[src/rtl/wb_retire_stage_pkg.sv]
// Shared CSR constants for the retire stage: exception bit positions, ECODE/ESUBCODE
// values, FSM state type and the exception priority encoder.
package wb_retire_stage_pkg;

  // Bit positions inside the exception flag vector {ALE,BRK,SYS,INE,ADEF,INT}
  localparam int unsigned ExcInt  = 0;
  localparam int unsigned ExcAdef = 1;
  localparam int unsigned ExcIne  = 2;
  localparam int unsigned ExcSys  = 3;
  localparam int unsigned ExcBrk  = 4;
  localparam int unsigned ExcAle  = 5;

  localparam logic [5:0] EcodeInt  = 6'h00;
  localparam logic [5:0] EcodeAdef = 6'h08;
  localparam logic [5:0] EcodeAle  = 6'h09;
  localparam logic [5:0] EcodeSys  = 6'h0B;
  localparam logic [5:0] EcodeBrk  = 6'h0C;
  localparam logic [5:0] EcodeIne  = 6'h0D;

  localparam logic [8:0] EsubcodeNone = 9'h000;

  typedef enum logic [0:0] {StRun, StFlush} ws_state_e;

  // Highest-priority exception wins: INT > ADEF > INE > SYS > BRK > ALE
  function automatic logic [5:0] exc_ecode(input logic [5:0] flgs);
    if (flgs[ExcInt])  return EcodeInt;
    if (flgs[ExcAdef]) return EcodeAdef;
    if (flgs[ExcIne])  return EcodeIne;
    if (flgs[ExcSys])  return EcodeSys;
    if (flgs[ExcBrk])  return EcodeBrk;
    return EcodeAle;
  endfunction

endpackage

[src/rtl/wb_fifo.sv]
// In-order retire buffer: DEPTH entries of WIDTH bits, head is the oldest entry.
// clear empties the buffer and overrides any push in the same cycle.
module wb_fifo #(
  parameter int unsigned DEPTH = 2,
  parameter int unsigned WIDTH = 32
) (
  input  logic                     clk,
  input  logic                     resetn,
  input  logic                     clear,
  input  logic                     push,
  input  logic [WIDTH-1:0]         push_data,
  input  logic                     pop,
  output logic [WIDTH-1:0]         head_data,
  output logic [$clog2(DEPTH):0]   count
);

  localparam int unsigned AW = (DEPTH > 1) ? $clog2(DEPTH) : 1;
  localparam int unsigned CW = $clog2(DEPTH) + 1;

  logic [WIDTH-1:0] mem_q [DEPTH];
  logic [AW-1:0]    wr_ptr_q;
  logic [AW-1:0]    rd_ptr_q;
  logic [CW-1:0]    count_q;

  // Pointer and occupancy update; pointers wrap naturally since DEPTH is a power of 2
  always_ff @(posedge clk or negedge resetn) begin
    if (!resetn) begin
      wr_ptr_q <= '0;
      rd_ptr_q <= '0;
      count_q  <= '0;
    end else if (clear) begin
      wr_ptr_q <= '0;
      rd_ptr_q <= '0;
      count_q  <= '0;
    end else begin
      if (push) wr_ptr_q <= wr_ptr_q + AW'(1);
      if (pop)  rd_ptr_q <= rd_ptr_q + AW'(1);
      count_q <= count_q + CW'(push) - CW'(pop);
    end
  end

  // Entry storage; contents of empty slots are don't-care
  always_ff @(posedge clk) begin
    if (push && !clear) mem_q[wr_ptr_q] <= push_data;
  end

  assign head_data = mem_q[rd_ptr_q];
  assign count     = count_q;

endmodule

[src/rtl/wb_retire_stage.sv]
// Write-back / retire stage: buffers upstream entries, retires the head one per cycle,
// reports exceptions and ertn, and discards younger work for FLUSH_CYC cycles afterwards.
module wb_retire_stage
  import wb_retire_stage_pkg::*;
#(
  parameter int unsigned DEPTH     = 2,
  parameter int unsigned DATA_W    = 32,
  parameter int unsigned FLUSH_CYC = 1,
  parameter int unsigned EXC_NUM   = 6
) (
  input  logic                   clk,
  input  logic                   resetn,
  input  logic                   ms_to_ws_valid,
  output logic                   ws_allowin,
  input  logic [DATA_W-1:0]      ms_pc,
  input  logic [DATA_W-1:0]      ms_result,
  input  logic                   ms_gr_we,
  input  logic [4:0]             ms_dest,
  input  logic [EXC_NUM-1:0]     ms_exc_flgs,
  input  logic                   ms_inst_ertn,
  input  logic                   ms_csr_we,
  input  logic [13:0]            ms_csr_wnum,
  input  logic [DATA_W-1:0]      ms_csr_wmask,
  input  logic [DATA_W-1:0]      ms_csr_wdata,
  input  logic                   ws_stall,
  output logic                   rf_we,
  output logic [4:0]             rf_waddr,
  output logic [DATA_W-1:0]      rf_wdata,
  output logic [DATA_W-1:0]      debug_wb_pc,
  output logic [3:0]             debug_wb_rf_wen,
  output logic [4:0]             debug_wb_rf_wnum,
  output logic [DATA_W-1:0]      debug_wb_rf_wdata,
  output logic                   csr_we,
  output logic [13:0]            csr_wnum,
  output logic [DATA_W-1:0]      csr_wmask,
  output logic [DATA_W-1:0]      csr_wval,
  output logic                   wb_exc,
  output logic [5:0]             wb_ecode,
  output logic [8:0]             wb_esubcode,
  output logic [DATA_W-1:0]      wb_pc,
  output logic [DATA_W-1:0]      wb_badvaddr,
  output logic                   ertn_flush,
  output logic                   ws_csr_blk,
  output logic [$clog2(DEPTH):0] ws_count
);

  localparam int unsigned CW      = $clog2(DEPTH) + 1;
  localparam int unsigned FlushW  = $clog2(FLUSH_CYC + 2);
  localparam int unsigned EntryW  = 4 * DATA_W + 1 + 5 + EXC_NUM + 1 + 1 + 14;

  ws_state_e         state_q;
  logic [FlushW-1:0] flush_cnt_q;
  logic [CW-1:0]     blk_cnt_q;

  logic [EntryW-1:0] push_data;
  logic [EntryW-1:0] head_data;
  logic [CW-1:0]     count;

  logic [DATA_W-1:0]  h_pc, h_result, h_csr_wmask, h_csr_wdata;
  logic               h_gr_we, h_ertn, h_csr_we;
  logic [4:0]         h_dest;
  logic [EXC_NUM-1:0] h_exc;
  logic [13:0]        h_csr_wnum;

  logic in_run, head_valid, retire, has_exc, flush_now, accept, push_blk, pop_blk;

  assign push_data = {ms_pc, ms_result, ms_gr_we, ms_dest, ms_exc_flgs, ms_inst_ertn,
                      ms_csr_we, ms_csr_wnum, ms_csr_wmask, ms_csr_wdata};
  assign {h_pc, h_result, h_gr_we, h_dest, h_exc, h_ertn,
          h_csr_we, h_csr_wnum, h_csr_wmask, h_csr_wdata} = head_data;

  assign in_run     = (state_q == StRun);
  assign head_valid = (count != '0);
  assign retire     = head_valid && !ws_stall && in_run;
  assign has_exc    = |h_exc;
  assign flush_now  = wb_exc || ertn_flush;
  // While flushing, the stage swallows everything offered to it
  assign ws_allowin = !in_run || (count < CW'(DEPTH)) || retire;
  assign accept     = ms_to_ws_valid && ws_allowin && in_run && !flush_now;
  assign push_blk   = accept && (ms_csr_we || ms_inst_ertn);
  assign pop_blk    = retire && (h_csr_we || h_ertn);

  wb_fifo #(
    .DEPTH (DEPTH),
    .WIDTH (EntryW)
  ) u_fifo (
    .clk       (clk),
    .resetn    (resetn),
    .clear     (flush_now),
    .push      (accept),
    .push_data (push_data),
    .pop       (retire),
    .head_data (head_data),
    .count     (count)
  );

  // Flush sequencing: a retiring exception/ertn opens a FLUSH_CYC-cycle discard window
  always_ff @(posedge clk or negedge resetn) begin
    if (!resetn) begin
      state_q     <= StRun;
      flush_cnt_q <= '0;
    end else begin
      unique case (state_q)
        StRun: begin
          if (flush_now && (FLUSH_CYC != 0)) begin
            state_q     <= StFlush;
            flush_cnt_q <= FlushW'(FLUSH_CYC);
          end
        end
        StFlush: begin
          if (flush_cnt_q <= FlushW'(1)) begin
            state_q     <= StRun;
            flush_cnt_q <= '0;
          end else begin
            flush_cnt_q <= flush_cnt_q - FlushW'(1);
          end
        end
        default: begin
          state_q     <= StRun;
          flush_cnt_q <= '0;
        end
      endcase
    end
  end

  // Number of buffered entries carrying csr_we or ertn; nonzero blocks upstream CSR reads
  always_ff @(posedge clk or negedge resetn) begin
    if (!resetn) begin
      blk_cnt_q <= '0;
    end else if (flush_now) begin
      blk_cnt_q <= '0;
    end else begin
      blk_cnt_q <= blk_cnt_q + CW'(push_blk) - CW'(pop_blk);
    end
  end

  assign rf_we             = retire && h_gr_we && !has_exc && !h_ertn;
  assign rf_waddr          = h_dest;
  assign rf_wdata          = h_result;
  assign debug_wb_pc       = h_pc;
  assign debug_wb_rf_wen   = {4{rf_we}};
  assign debug_wb_rf_wnum  = h_dest;
  assign debug_wb_rf_wdata = h_result;

  assign csr_we    = retire && h_csr_we && !has_exc;
  assign csr_wnum  = h_csr_wnum;
  assign csr_wmask = h_csr_wmask;
  assign csr_wval  = h_csr_wdata;

  assign wb_exc      = retire && has_exc;
  assign wb_ecode    = exc_ecode(h_exc[5:0]);
  assign wb_esubcode = EsubcodeNone;
  assign wb_pc       = h_pc;
  // Fetch-address faults report the pc itself; everything else reports the computed address
  assign wb_badvaddr = (wb_ecode == EcodeAdef) ? h_pc : h_result;

  assign ertn_flush = retire && h_ertn && !has_exc;
  assign ws_csr_blk = (blk_cnt_q != '0);
  assign ws_count   = count;

endmodule

[config.mk]
export PLATFORM = sky130hd
export DESIGN_NAME = wb_retire_stage
export DESIGN_NICKNAME = d
export VERILOG_FILES = /design/src/rtl/wb_retire_stage_pkg.sv /design/src/rtl/wb_fifo.sv /design/src/rtl/wb_retire_stage.sv
export SDC_FILE = /design/constraint.sdc
export NUM_CORES = 1
export LEC_CHECK = 0
export BUFFER_PORTS_ARGS = -buffer_cell sky130_fd_sc_hd__buf_4
export CORE_MARGIN = 5
export CORE_UTILIZATION = 35
export DETAILED_ROUTE_END_ITERATION = 16
export SYNTH_ARGS = -nofsm -noshare
export SYNTH_HDL_FRONTEND = slang
export SYNTH_SLANG_ARGS = --single-unit
[constraint.sdc]
create_clock -name clk -period 8.16 [get_ports clk]
set_clock_uncertainty 0.05 [all_clocks]
set_input_delay 1.632 -clock clk [delete_from_list [all_inputs] [get_ports clk]]
set_output_delay 1.632 -clock clk [all_outputs]
set_load 0.02 [all_outputs]
==> impl_metrics.toml <==
[status]
status = "finished, final reports clean"

[timing]
setup_viol_count_final = 0
hold_viol_final = 0
finalMaxSlewViolations = 0
min_period_over_period = 0.609
fin_crit_ns = 4.97
max_freq_mhz = 201
slew_headroom = 0.280
tightest_slew_ns = 1.08
rsz0062_at_grt = "false"

[synthesis]
ys_async_sr_fraction = 0.0280
synth_xor_area_frac = 0.00269
ys_seq_elements = 321
synth.area.mux_share = 0.161
synthSimpleGateAreaFrac = 0.0151
avgSynthCellArea_um2 = 19.0
ys.flop_type = "edfxtp_1"
synth_top_family_by_area = "multiplexers"
synth_sequential_area_ratio = 0.738
syn_inst = 685
synth-adder-area-share = 0.00385
syn_area_um2 = 13000
synth-edff-count = 312
synth_compound_area_frac = 0.0156
synth_cell_types = 41
yosys_warnings = 0

[clocking]
post_cts_resized = 0
clockRootBuffer = "clkbuf_16"
htree_levels = 2
cts_tree = "built"
clk_path_buf_depth = 3
cts.sinks = 321
cts.reportedPaths.clkPinSlew_ns = 0.06
clk_latency_ns = 0.53
cts_hold_buf = 0
cts_setup_buffers = 0
cts_buffers = 35

[critical_path]
slowest_stage = "nor2b_4"
r2r_slack_ns = 4.29
max_stage_delay_ns = 0.90
rr_endpoint = "u_fifo.mem_q[0][8]$_DFFE_PP_"
crit_path_max_fanout = 47
worstSetupPathType = "flip-flop to primary output"
cp_top_family = "simple AND/OR/NAND/NOR gates"
r2r-start = "u_fifo.rd_ptr_q$_DFFE_PN0P_"
worst-path-buf-inv = 1
worstPathRequired_ns = 6.48
ff2ff_path_depth = 5
crit_chain = "mux2i_1 > nor2b_4 > mux2_2 > buf_4"
endpoint_kind = "primary output"
cp.arrival_ns = 3.28
start_kind = "flip-flop"

[hold_path]
hp-start = "flush_cnt_q[1]$_DFFE_PN0P_"
hold_path_class = "flip-flop to flip-flop"
min_path_cells = 2
min_to = "flush_cnt_q[1]$_DFFE_PN0P_"

[floorplanning]
pin_count = 435
fp.dieW_um = 203
placementRows = 70
die-area_um2 = 41100
die_h_um = 203
start_util = 0.355
core_um2 = 36600

[final_layout]
fillerInstances = 3209
stdcell_area_um2 = 17100
syn_to_final_growth_pct = 31.7
drive_gt1_frac = 0.617
final_cells = 1549
layout_common_cells = "431 x buf_4, 312 x edfxtp_1, 178 x mux2_2"
antenna_cells = 0
nets = 1219
final_common_cell = "buf_4"

[placed_design]
dp_cells = 1486
post-dp-hpwl_um = 21200
gp_congestion = 0.737
place_area_um2 = 16100
port_buffers = 423

[job]
maxCapViolations = 0

[grt]
grt_pass1_vias = 7297
grt_max_degree = 70
grt_pass1_wl_um = 44500
grt.total_usage = 0.140
grt_overflow_total = 0
antenna_found_initial = 0

[power]
power-per-cell-area_nw_per_um2 = 309
vdd_ir_drop_max_mv = 0.208
p_leak_nw = 6.46

[detailed_routing]
wl_per_cell_um = 19.6
drt_pre_antenna_iters = 4
drtIter0Drc = 294
via_per_inst = 4.55
postRouteAntennaNets = 0
routed_wl_um = 30400
num_vias = 7045
drc = 0
## final cells by class
cell class                 count  area, um^2  share of cell area
clock inverter                18         118             0.00686
inverter                       8        30.0             0.00175
sequential                   321        9600               0.560
tap                          468         586              0.0342
clock buffer                  45         923              0.0539
multi-input combinational    258        2650               0.154
timing repair buffer         431        3240               0.189
## flip-flops by register name (all words and copies together) (netlist names)
signal           count
u_fifo.mem_q       312
u_fifo.wr_ptr_q      1
blk_cnt_q            2
u_fifo.count         2
flush_cnt_q          2
u_fifo.rd_ptr_q      1
state_q              1
## synthesized netlist by cell type (2+ instances only)
library cell  number  area share
or2_2              3      0.0014
nor3_1             4      0.0015
nor4_4             2      0.0033
inv_1              8      0.0023
buf_6              5      0.0043
ha_1               4      0.0038
mux2_1             2      0.0017
a21boi_0           4      0.0023
xnor2_1            3      0.0020
mux2i_1            7      0.0054
edfxtp_1         312        0.72
nand2b_1           2     0.00096
nor2_1             7      0.0020
dfrtp_1            9       0.017
mux2_2           178        0.15
buf_4             91       0.053
buf_2             12      0.0046
nand2_1            2     0.00058
a211oi_2           2      0.0019
a211oi_1           2      0.0012
a21oi_1            6      0.0023
## worst max-delay path by stage
stage | startpoint | endpoint | slack, ns | cells after the start
floorplan | ws_stall | u_fifo.mem_q[0][0]$_DFFE_PP_ | -0.86 | 5
global placement | ws_stall | debug_wb_rf_wen[0] | 3.54 | 5
detailed placement | ws_stall | debug_wb_rf_wen[2] | 3.50 | 5
CTS | u_fifo.rd_ptr_q$_DFFE_PN0P_ | wb_badvaddr[11] | 3.06 | 4
global route | u_fifo.rd_ptr_q$_DFFE_PN0P_ | wb_badvaddr[11] | 2.92 | 4
finish | u_fifo.rd_ptr_q$_DFFE_PN0P_ | wb_badvaddr[11] | 3.19 | 4
## layer usage
layer  share of wire  up-vias  global-route usage
li1                -     3278                   -
met1            0.38     3422               0.163
met2            0.49      310               0.232
met3            0.11       35              0.0693
met4           0.018        0              0.0381
met5               0        -                   0
## through the flow
step            util  setup slack (ns)  hold slack (ns)  power [mW]  TNS (ns)
6_report       0.468              3.19            0.494        5.30         0
5_1_grt        0.468              2.92            0.501        5.57         0
4_1_cts        0.468              3.06            0.499        5.39         0
3_5_place_dp   0.440              3.50            0.478        3.92         0
3_3_place_gp   0.440              3.54            0.468        3.91         0
2_1_floorplan      -            -0.859            0.446        3.38   -267.86
## where the power goes
part	leakage [nW]	internal, mW	switching [mW]
registers	2.98	2.20	0.0809
clock network	0.507	0.833	0.613
logic	2.97	0.645	0.936
total	6.46	3.67	1.63
## worst min-delay path, delay by kind of cell, from the launching register on
kind,cells,cell delay [ns]
compound gates,1,0.04
buf+inv,1,0.07
flops,1,0.40
## cells by family (layout without fill, tap and decap cells)
family / Yosys count / in the layout
other: 1 / 11
buffers and inverters: 116 / 502
AO/OA/AOI/OAI: 25 / 25
XOR/XNOR: 4 / 4
AND/OR/NAND/NOR: 27 / 27
adder cells (fa/ha/maj): 4 / 4
flip-flops: 321 / 321
multiplexers: 187 / 187
Note: power is estimated with default switching activity, not from simulation.
